### config.mk
export PLATFORM = sky130hd
export DESIGN_NAME = draw_scheduler_flat
export DESIGN_NICKNAME = d
export VERILOG_FILES = /design/src/rtl/draw_pkg.sv /design/src/rtl/draw_scheduler_if.sv /design/src/rtl/draw_watchdog.sv /design/src/rtl/draw_scheduler.sv /design/src/flat_wrapper.sv
export SDC_FILE = /design/constraint.sdc
export NUM_CORES = 1
export LEC_CHECK = 0
export BUFFER_PORTS_ARGS = -buffer_cell sky130_fd_sc_hd__clkbuf_2
export CORE_AREA = 4 4 93 68
export CTS_BUF_LIST = sky130_fd_sc_hd__clkbuf_8
export DETAILED_ROUTE_END_ITERATION = 8
export DIE_AREA = 0 0 97 72
export GPL_TIMING_DRIVEN = 1
export PLACE_DENSITY = 0.71
export SLEW_MARGIN = 20
export SYNTH_ARGS = -nofsm -noshare
export SYNTH_HDL_FRONTEND = slang
export SYNTH_SLANG_ARGS = --single-unit
### constraint.sdc
create_clock -name clk -period 4.45 [get_ports clk]
set_input_delay 0.2225 -clock clk [delete_from_list [all_inputs] [get_ports clk]]
set_output_delay 0.2225 -clock clk [all_outputs]
set_load 0.005 [all_outputs]
### src/rtl/draw_pkg.sv
// draw_pkg: shared types and constants for the frame draw scheduler.
//   - sched_state_e : scheduler FSM states
//   - screen geometry (160x120, 3-bit colour) and derived coordinate widths
//   - default drawer count / watchdog limit, index-width helper
package draw_pkg;

    localparam int unsigned ScreenW           = 160;
    localparam int unsigned ScreenH           = 120;
    localparam int unsigned XW                = $clog2(ScreenW);
    localparam int unsigned YW                = $clog2(ScreenH);
    localparam int unsigned ColourW           = 3;
    localparam int unsigned DefaultNumDrawers = 4;
    localparam int unsigned DefaultTimeout    = 255;

    typedef enum logic [2:0] {
        StIdle,
        StSelect,
        StRun,
        StRelease,
        StFinish
    } sched_state_e;

    // Width of an index into n slots; never zero so single-slot builds still work.
    function automatic int unsigned idx_width(input int unsigned n);
        return (n > 1) ? $clog2(n) : 1;
    endfunction

endpackage

### src/rtl/draw_scheduler_if.sv
// draw_scheduler_if: drawer-side handshake/pixel bus plus the VGA plot port.
//   draw_req   : one-hot drawer start (scheduler -> drawers)
//   draw_done  : drawer done flags (drawers -> scheduler)
//   drw_x/y/colour : packed per-drawer pixel outputs, slot i at [W*i +: W]
//   vga_x/y/colour, vga_plot : muxed pixel write to the VGA adapter
// Modports: master = scheduler, slave = drawers + VGA adapter.
interface draw_scheduler_if
    import draw_pkg::*;
#(
    parameter int unsigned NUM_DRAWERS = DefaultNumDrawers
);
    logic [NUM_DRAWERS-1:0]         draw_req;
    logic [NUM_DRAWERS-1:0]         draw_done;
    logic [XW*NUM_DRAWERS-1:0]      drw_x;
    logic [YW*NUM_DRAWERS-1:0]      drw_y;
    logic [ColourW*NUM_DRAWERS-1:0] drw_colour;
    logic [XW-1:0]                  vga_x;
    logic [YW-1:0]                  vga_y;
    logic [ColourW-1:0]             vga_colour;
    logic                           vga_plot;

    modport master (
        output draw_req, vga_x, vga_y, vga_colour, vga_plot,
        input  draw_done, drw_x, drw_y, drw_colour
    );

    modport slave (
        input  draw_req, vga_x, vga_y, vga_colour, vga_plot,
        output draw_done, drw_x, drw_y, drw_colour
    );

endinterface

### src/rtl/draw_watchdog.sv
// draw_watchdog: saturating cycle counter bounding one drawer's run time.
//   clk, reset : clock, async active-low reset
//   clear      : reset count to 0 (takes priority over enable)
//   enable     : count this cycle
//   terminal   : this enabled cycle brings the count up to LIMIT
module draw_watchdog #(
    parameter int unsigned LIMIT = 255,
    parameter int unsigned CW    = $clog2(LIMIT + 1)
) (
    input  logic clk,
    input  logic reset,
    input  logic clear,
    input  logic enable,
    output logic terminal
);

    localparam logic [CW-1:0] Limit = CW'(LIMIT);

    logic [CW-1:0] count_q;
    logic [CW:0]   count_inc;

    assign count_inc = {1'b0, count_q} + {{CW{1'b0}}, 1'b1};
    assign terminal  = enable && (count_inc >= {1'b0, Limit});

    always_ff @(posedge clk or negedge reset) begin
        if (!reset) begin
            count_q <= '0;
        end else if (clear) begin
            count_q <= '0;
        end else if (enable && (count_q != Limit)) begin
            count_q <= count_inc[CW-1:0];
        end
    end

endmodule

### src/rtl/draw_scheduler.sv
// draw_scheduler: shares the VGA pixel-write port among NUM_DRAWERS sprite drawers.
// Each frame tick runs every enabled drawer in ascending slot order via its
// draw/done handshake and routes the running drawer's pixel to the VGA port.
//   clk, reset     : clock, async active-low reset
//   space_pressed  : synchronous restart, aborts the current pass
//   frame_tick     : starts a pass (queued once if busy)
//   enable_mask    : slots taking part, sampled at pass start
//   bus (master)   : drawer handshake/pixels and VGA plot port
//   frame_busy     : pass in progress (SELECT through FINISH)
//   frame_done     : one-cycle pulse at end of pass
//   overrun        : sticky, tick arrived while busy
//   timeout_err    : sticky, a drawer was aborted by the watchdog
module draw_scheduler
    import draw_pkg::*;
#(
    parameter int unsigned NUM_DRAWERS = DefaultNumDrawers,
    parameter int unsigned TIMEOUT     = DefaultTimeout
) (
    input  logic                   clk,
    input  logic                   reset,
    input  logic                   space_pressed,
    input  logic                   frame_tick,
    input  logic [NUM_DRAWERS-1:0] enable_mask,
    draw_scheduler_if.master       bus,
    output logic                   frame_busy,
    output logic                   frame_done,
    output logic                   overrun,
    output logic                   timeout_err
);

    localparam int unsigned       SlotW    = idx_width(NUM_DRAWERS);
    localparam logic [SlotW-1:0]  LastSlot = SlotW'(NUM_DRAWERS - 1);

    sched_state_e           state_q;
    logic [SlotW-1:0]       slot_q;
    logic [NUM_DRAWERS-1:0] active_mask_q;
    logic [NUM_DRAWERS-1:0] draw_req_q;
    logic                   pending_q;
    logic                   plot_q;
    logic                   busy_q;
    logic                   frame_done_q;
    logic                   overrun_q;
    logic                   timeout_err_q;

    logic                   found;
    logic [SlotW-1:0]       found_slot;
    logic [NUM_DRAWERS-1:0] found_onehot;
    logic                   done_sel;
    logic                   wd_terminal;

    // Lowest active slot at or above the current one; descending loop so the
    // lowest match is written last.
    always_comb begin
        found      = 1'b0;
        found_slot = '0;
        for (int i = NUM_DRAWERS - 1; i >= 0; i--) begin
            if (active_mask_q[i] && (i >= int'(slot_q))) begin
                found      = 1'b1;
                found_slot = SlotW'(i);
            end
        end
    end

    always_comb begin
        found_onehot = '0;
        for (int i = 0; i < NUM_DRAWERS; i++) begin
            found_onehot[i] = (found_slot == SlotW'(i));
        end
    end

    assign done_sel = bus.draw_done[slot_q];

    draw_watchdog #(
        .LIMIT (TIMEOUT)
    ) u_watchdog (
        .clk      (clk),
        .reset    (reset),
        .clear    (state_q == StSelect),
        .enable   (state_q == StRun),
        .terminal (wd_terminal)
    );

    always_ff @(posedge clk or negedge reset) begin
        if (!reset) begin
            state_q       <= StIdle;
            slot_q        <= '0;
            active_mask_q <= '0;
            draw_req_q    <= '0;
            pending_q     <= 1'b0;
            plot_q        <= 1'b0;
            busy_q        <= 1'b0;
            frame_done_q  <= 1'b0;
            overrun_q     <= 1'b0;
            timeout_err_q <= 1'b0;
        end else if (space_pressed) begin
            // Abort without a frame_done pulse; sticky flags survive.
            state_q       <= StIdle;
            slot_q        <= '0;
            active_mask_q <= '0;
            draw_req_q    <= '0;
            pending_q     <= 1'b0;
            plot_q        <= 1'b0;
            busy_q        <= 1'b0;
            frame_done_q  <= 1'b0;
        end else begin
            frame_done_q <= 1'b0;
            unique case (state_q)
                StIdle: begin
                    if (frame_tick || pending_q) begin
                        active_mask_q <= enable_mask;
                        slot_q        <= '0;
                        pending_q     <= 1'b0;
                        busy_q        <= 1'b1;
                        state_q       <= StSelect;
                    end
                end
                StSelect: begin
                    if (found) begin
                        slot_q     <= found_slot;
                        draw_req_q <= found_onehot;
                        state_q    <= StRun;
                    end else begin
                        frame_done_q <= 1'b1;
                        state_q      <= StFinish;
                    end
                end
                StRun: begin
                    if (done_sel || wd_terminal) begin
                        draw_req_q <= '0;
                        plot_q     <= 1'b0;
                        state_q    <= StRelease;
                        if (!done_sel) begin
                            timeout_err_q <= 1'b1;
                        end
                    end else begin
                        // Drawer output lags the request by a cycle.
                        plot_q <= 1'b1;
                    end
                end
                StRelease: begin
                    if (slot_q == LastSlot) begin
                        frame_done_q <= 1'b1;
                        state_q      <= StFinish;
                    end else begin
                        slot_q  <= slot_q + 1'b1;
                        state_q <= StSelect;
                    end
                end
                StFinish: begin
                    busy_q  <= 1'b0;
                    state_q <= StIdle;
                end
                default: state_q <= StIdle;
            endcase

            // One tick can be queued; a tick on the FINISH cycle is not an overrun.
            if (frame_tick && (state_q != StIdle)) begin
                pending_q <= 1'b1;
                if (state_q != StFinish) begin
                    overrun_q <= 1'b1;
                end
            end
        end
    end

    assign bus.draw_req = draw_req_q;
    assign bus.vga_plot = plot_q;
    assign frame_busy   = busy_q;
    assign frame_done   = frame_done_q;
    assign overrun      = overrun_q;
    assign timeout_err  = timeout_err_q;

    always_comb begin
        bus.vga_x      = '0;
        bus.vga_y      = '0;
        bus.vga_colour = '0;
        if (plot_q) begin
            bus.vga_x      = bus.drw_x[int'(slot_q) * XW +: XW];
            bus.vga_y      = bus.drw_y[int'(slot_q) * YW +: YW];
            bus.vga_colour = bus.drw_colour[int'(slot_q) * ColourW +: ColourW];
        end
    end

endmodule
### src/flat_wrapper.sv
// flat-port wrapper written by rule: the top's interface ports become plain ports
module draw_scheduler_flat import draw_pkg::*;
#(
    parameter int unsigned NUM_DRAWERS = DefaultNumDrawers,
    parameter int unsigned TIMEOUT     = DefaultTimeout
)
  (clk, reset, space_pressed, frame_tick, enable_mask, frame_busy, frame_done, overrun, timeout_err, bus_draw_req, bus_vga_x, bus_vga_y, bus_vga_colour, bus_vga_plot, bus_draw_done, bus_drw_x, bus_drw_y, bus_drw_colour);
  draw_scheduler_if #(.NUM_DRAWERS(NUM_DRAWERS)) bus_i ();
  input  logic clk;
  input  logic reset;
  input  logic space_pressed;
  input  logic frame_tick;
  input  logic [NUM_DRAWERS-1:0] enable_mask;
  output logic frame_busy;
  output logic frame_done;
  output logic overrun;
  output logic timeout_err;
  output wire logic [$bits(bus_i.draw_req)-1:0] bus_draw_req;
  output wire logic [$bits(bus_i.vga_x)-1:0] bus_vga_x;
  output wire logic [$bits(bus_i.vga_y)-1:0] bus_vga_y;
  output wire logic [$bits(bus_i.vga_colour)-1:0] bus_vga_colour;
  output wire logic [$bits(bus_i.vga_plot)-1:0] bus_vga_plot;
  input wire logic [$bits(bus_i.draw_done)-1:0] bus_draw_done;
  input wire logic [$bits(bus_i.drw_x)-1:0] bus_drw_x;
  input wire logic [$bits(bus_i.drw_y)-1:0] bus_drw_y;
  input wire logic [$bits(bus_i.drw_colour)-1:0] bus_drw_colour;
  assign bus_draw_req = bus_i.draw_req;
  assign bus_vga_x = bus_i.vga_x;
  assign bus_vga_y = bus_i.vga_y;
  assign bus_vga_colour = bus_i.vga_colour;
  assign bus_vga_plot = bus_i.vga_plot;
  assign bus_i.draw_done = bus_draw_done;
  assign bus_i.drw_x = bus_drw_x;
  assign bus_i.drw_y = bus_drw_y;
  assign bus_i.drw_colour = bus_drw_colour;
  draw_scheduler #(.NUM_DRAWERS(NUM_DRAWERS), .TIMEOUT(TIMEOUT)) u_core (.clk(clk), .reset(reset), .space_pressed(space_pressed), .frame_tick(frame_tick), .enable_mask(enable_mask), .bus(bus_i), .frame_busy(frame_busy), .frame_done(frame_done), .overrun(overrun), .timeout_err(timeout_err));
endmodule
==> reports/metrics.cfg <==
[min_path]
hold_class=in2reg

[drt]
drt-wirelength-per-cell_um=16.1
detail-route-antenna-nets=0
drt_iter0_markers=146
drt_first_pass_iters=4
drt-total-wl_um=6300
drc=0
viasPerCell=5.18
route.vias.total=2031

[cts]
clk_pin_slew_worst_paths_ps=90
clk_latency_ps=280
htreeDepth=1
cts_setup_buffers=0
cts_tree=done
ctsResizeCount=0
clockBufferDepth=2
clockRootBuffer=clkbuf_8
numCtsBuffers=3
clock_sinks=27

[setup_path]
cp_slowest_cell=dfrtp_1
critical_path.max_stage_delay_ps=950
worstPathArrival_ps=2990
critPathCaptureType=flop
path_max_fanout=23
cp_top_family=compound AO/OA/AOI/OAI gates
r2r_cells=7
cp_cell_sequence=inv_1, ha_1, nand2b_1, a2111oi_0, o211a_1, or4_1, o211ai_2
startpoint_type=flop
required_ps=4610
r2r_end=u_core.bus.draw_req[0]
timing.rr.start=u_core.slot_q[1]
worst-path-stages=7
crit_end=u_core.bus.draw_req[0]
crit_buf_inv=1
critPathLaunch=u_core.slot_q[1]
worstSetupPathType=reg2reg
r2r_slack_ps=1620

[floorplanning]
io_pins=111
die-area_um2=6980
core-area_um2=5550
die_y_um=72
row_count=23
die_w_um=97
initial_utilization=0.382

[synth]
synth_enable_flop_cells=0
ys_ff_latch=27
ys_async_sr_fraction=1.00
synth-main-ff-cell=dfrtp_1
synth_cell_types=49
synth_cells=213
yosysWarnings=0
synth-seq-area-share=0.319
avgSynthCellArea_um2=9.95
synth_nets=302
synth_area_um2=2120

[finish]
layout-drive-gt1-share=0.442
final_util=0.500
antenna_cells=0
area_growth_pct=31.0
fillers=518
nNetsFinal=407
final_area_um2=2780

[global_route]
gr-total-overflow=0
grt_max_degree=28
grt_pass1_wl_um=10300
track_usage=0.182
antenna_found_initial=0
grt_pass1_vias=2036

[sta]
skew_ps=1.95
max_slew_margin=0.397
tightest_slew_ps=905
setup_viol=0
final.setup.tns_ps=0
rsz0062_at_grt=no
finalHoldViolations=0
finalMaxSlewViolations=0
fin_crit_ps=2830
fmax_mhz=354
post-route-period-util=0.635

[power_and_ir_drop]
peakVddDrop_uv=195
p_leak_uw=0.00134
power_density_nw_per_um2=262

[placed_design]
dp_hpwl_um=5170
portBuffers=110
dpl_cell_area_um2=2720
gp_congestion=0.840

[run_status]
status=completed

[job]
drv_cap=0

[cell usage after synthesis, drive strengths merged (2+ instances only)]
| master | count | area share |
|---|---|---|
| a2111oi | 2 | 0.0083 |
| a211oi | 4 | 0.014 |
| a21o | 2 | 0.0071 |
| a21oi | 10 | 0.024 |
| a41oi | 2 | 0.012 |
| and2 | 21 | 0.062 |
| and3 | 2 | 0.0059 |
| buf | 7 | 0.015 |
| clkbuf | 5 | 0.0089 |
| dfrtp | 27 | 0.32 |
| ha | 5 | 0.030 |
| inv | 6 | 0.011 |
| mux4 | 19 | 0.20 |
| nand2 | 23 | 0.041 |
| nand2b | 4 | 0.015 |
| nand3 | 6 | 0.014 |
| nand4 | 7 | 0.021 |
| nor2 | 14 | 0.025 |
| nor2b | 2 | 0.0059 |
| nor3 | 6 | 0.017 |
| nor4 | 5 | 0.015 |
| o2111a | 2 | 0.011 |
| o21ai | 5 | 0.012 |
| o21bai | 4 | 0.014 |
| o31ai | 2 | 0.0071 |
| or2 | 2 | 0.0059 |
| xnor2 | 2 | 0.0083 |
[per-layer routing]
layer,vias to the layer above,global-route usage,part of all wire
met4,0,0.0436,0.0092
met5,-,0,0
met2,47,0.261,0.45
met1,959,0.279,0.48
li1,1019,-,-
met3,6,0.0403,0.059
[cell families (layout without fill, tap and decap cells)]
| family | Yosys count | count (layout) | share of synthesized area |
|---|---|---|---|
| compound gates | 44 | 44 | 0.154 |
| simple gates | 96 | 96 | 0.243 |
| xor+xnor | 2 | 2 | 0.00827 |
| buf+inv | 18 | 122 | 0.0348 |
| mux | 21 | 21 | 0.212 |
| flops | 27 | 27 | 0.319 |
| fa+ha+maj | 5 | 5 | 0.0295 |
[layout by cell type, fill, tap and decap left out, drive strengths merged, types with 2 or more instances in the layout]
master and n:
o31ai 2, inv 6, a21oi 10, nor2 14, nand4 7, o2111a 2, nor2b 2, and3 2
or2 2, and2 21, o21bai 4, nand3 6, o21ai 5, nor4 5, xnor2 2, a21o 2
nand2b 4, dfrtp 27, a211oi 4, nor3 6, a41oi 2, nand2 23, mux4 19, ha 5
a2111oi 2, clkbuf 113
[how the worst min path moves through the flow]
| stage | slack, ps | startpoint | cells past startpoint | endpoint |
|---|---|---|---|---|
| 2_1_floorplan | -70 | reset | 0 | u_core.active_mask_q[0] |
| 3_3_place_gp | 300 | reset | 1 | u_core.u_watchdog.count_q[7] |
| 3_5_place_dp | 300 | reset | 1 | u_core.u_watchdog.count_q[7] |
| 4_1_cts | 140 | enable_mask[2] | 3 | u_core.active_mask_q[2] |
| 5_1_grt | 150 | enable_mask[2] | 3 | u_core.active_mask_q[2] |
| 6_report | 150 | enable_mask[2] | 3 | u_core.active_mask_q[2] |
[what timing repair did]
| action | 4_1_cts | 5_1_grt |
|---|---|---|
| endpoints found under the hold margin | 27 | 0 |
| endpoints found under the setup margin | 0 | 0 |
| hold buffers | 1 | 0 |
[area by class of cell]
cell class / instances / area (µm²) / share of cell area
Multi-Input combinational cell: 168 / 1370 / 0.493
Sequential cell: 27 / 676 / 0.243
Timing Repair Buffer: 112 / 568 / 0.205
Tap cell: 75 / 93.8 / 0.0338
Clock buffer: 3 / 41.3 / 0.0149
Inverter: 6 / 22.5 / 0.00811
Clock inverter: 1 / 5.00 / 0.00180
[report_power, final]
| part | internal, µW | total (µW) | switching (µW) |
|---|---|---|---|
| clock | 63.0 | 143 | 79.6 |
| sequential | 274 | 325 | 50.9 |
| combinational | 137 | 259 | 123 |
| total | 474 | 727 | 253 |
[worst min-delay path: stages]
cell and delay [ps]:
clkbuf_2 80, nand4_1 50, nand2_1 50
[through the flow]
step           instances  power, µW  hold slack (ps)  setup slack (ps)
2_1_floorplan        213        492            -73.1              2240
3_3_place_gp         387        582              295              1730
3_5_place_dp         387        588              305              1690
4_1_cts              392        735              141              1670
5_1_grt              392        781              152              1410
6_report             392        727              152              1620
[sequential cells by signal, indices dropped and copies added (netlist names)]
signal / flops
u_core.bus.vga_plot: 1
u_core.state_q: 3
u_core.overrun: 1
u_core.u_watchdog.count_q: 8
u_core.timeout_err: 1
u_core.pending_q: 1
u_core.slot_q: 2
u_core.bus.draw_req: 4
u_core.frame_busy: 1
u_core.active_mask_q: 4
u_core.frame_done: 1
Note: power is estimated with default switching activity, not from simulation.
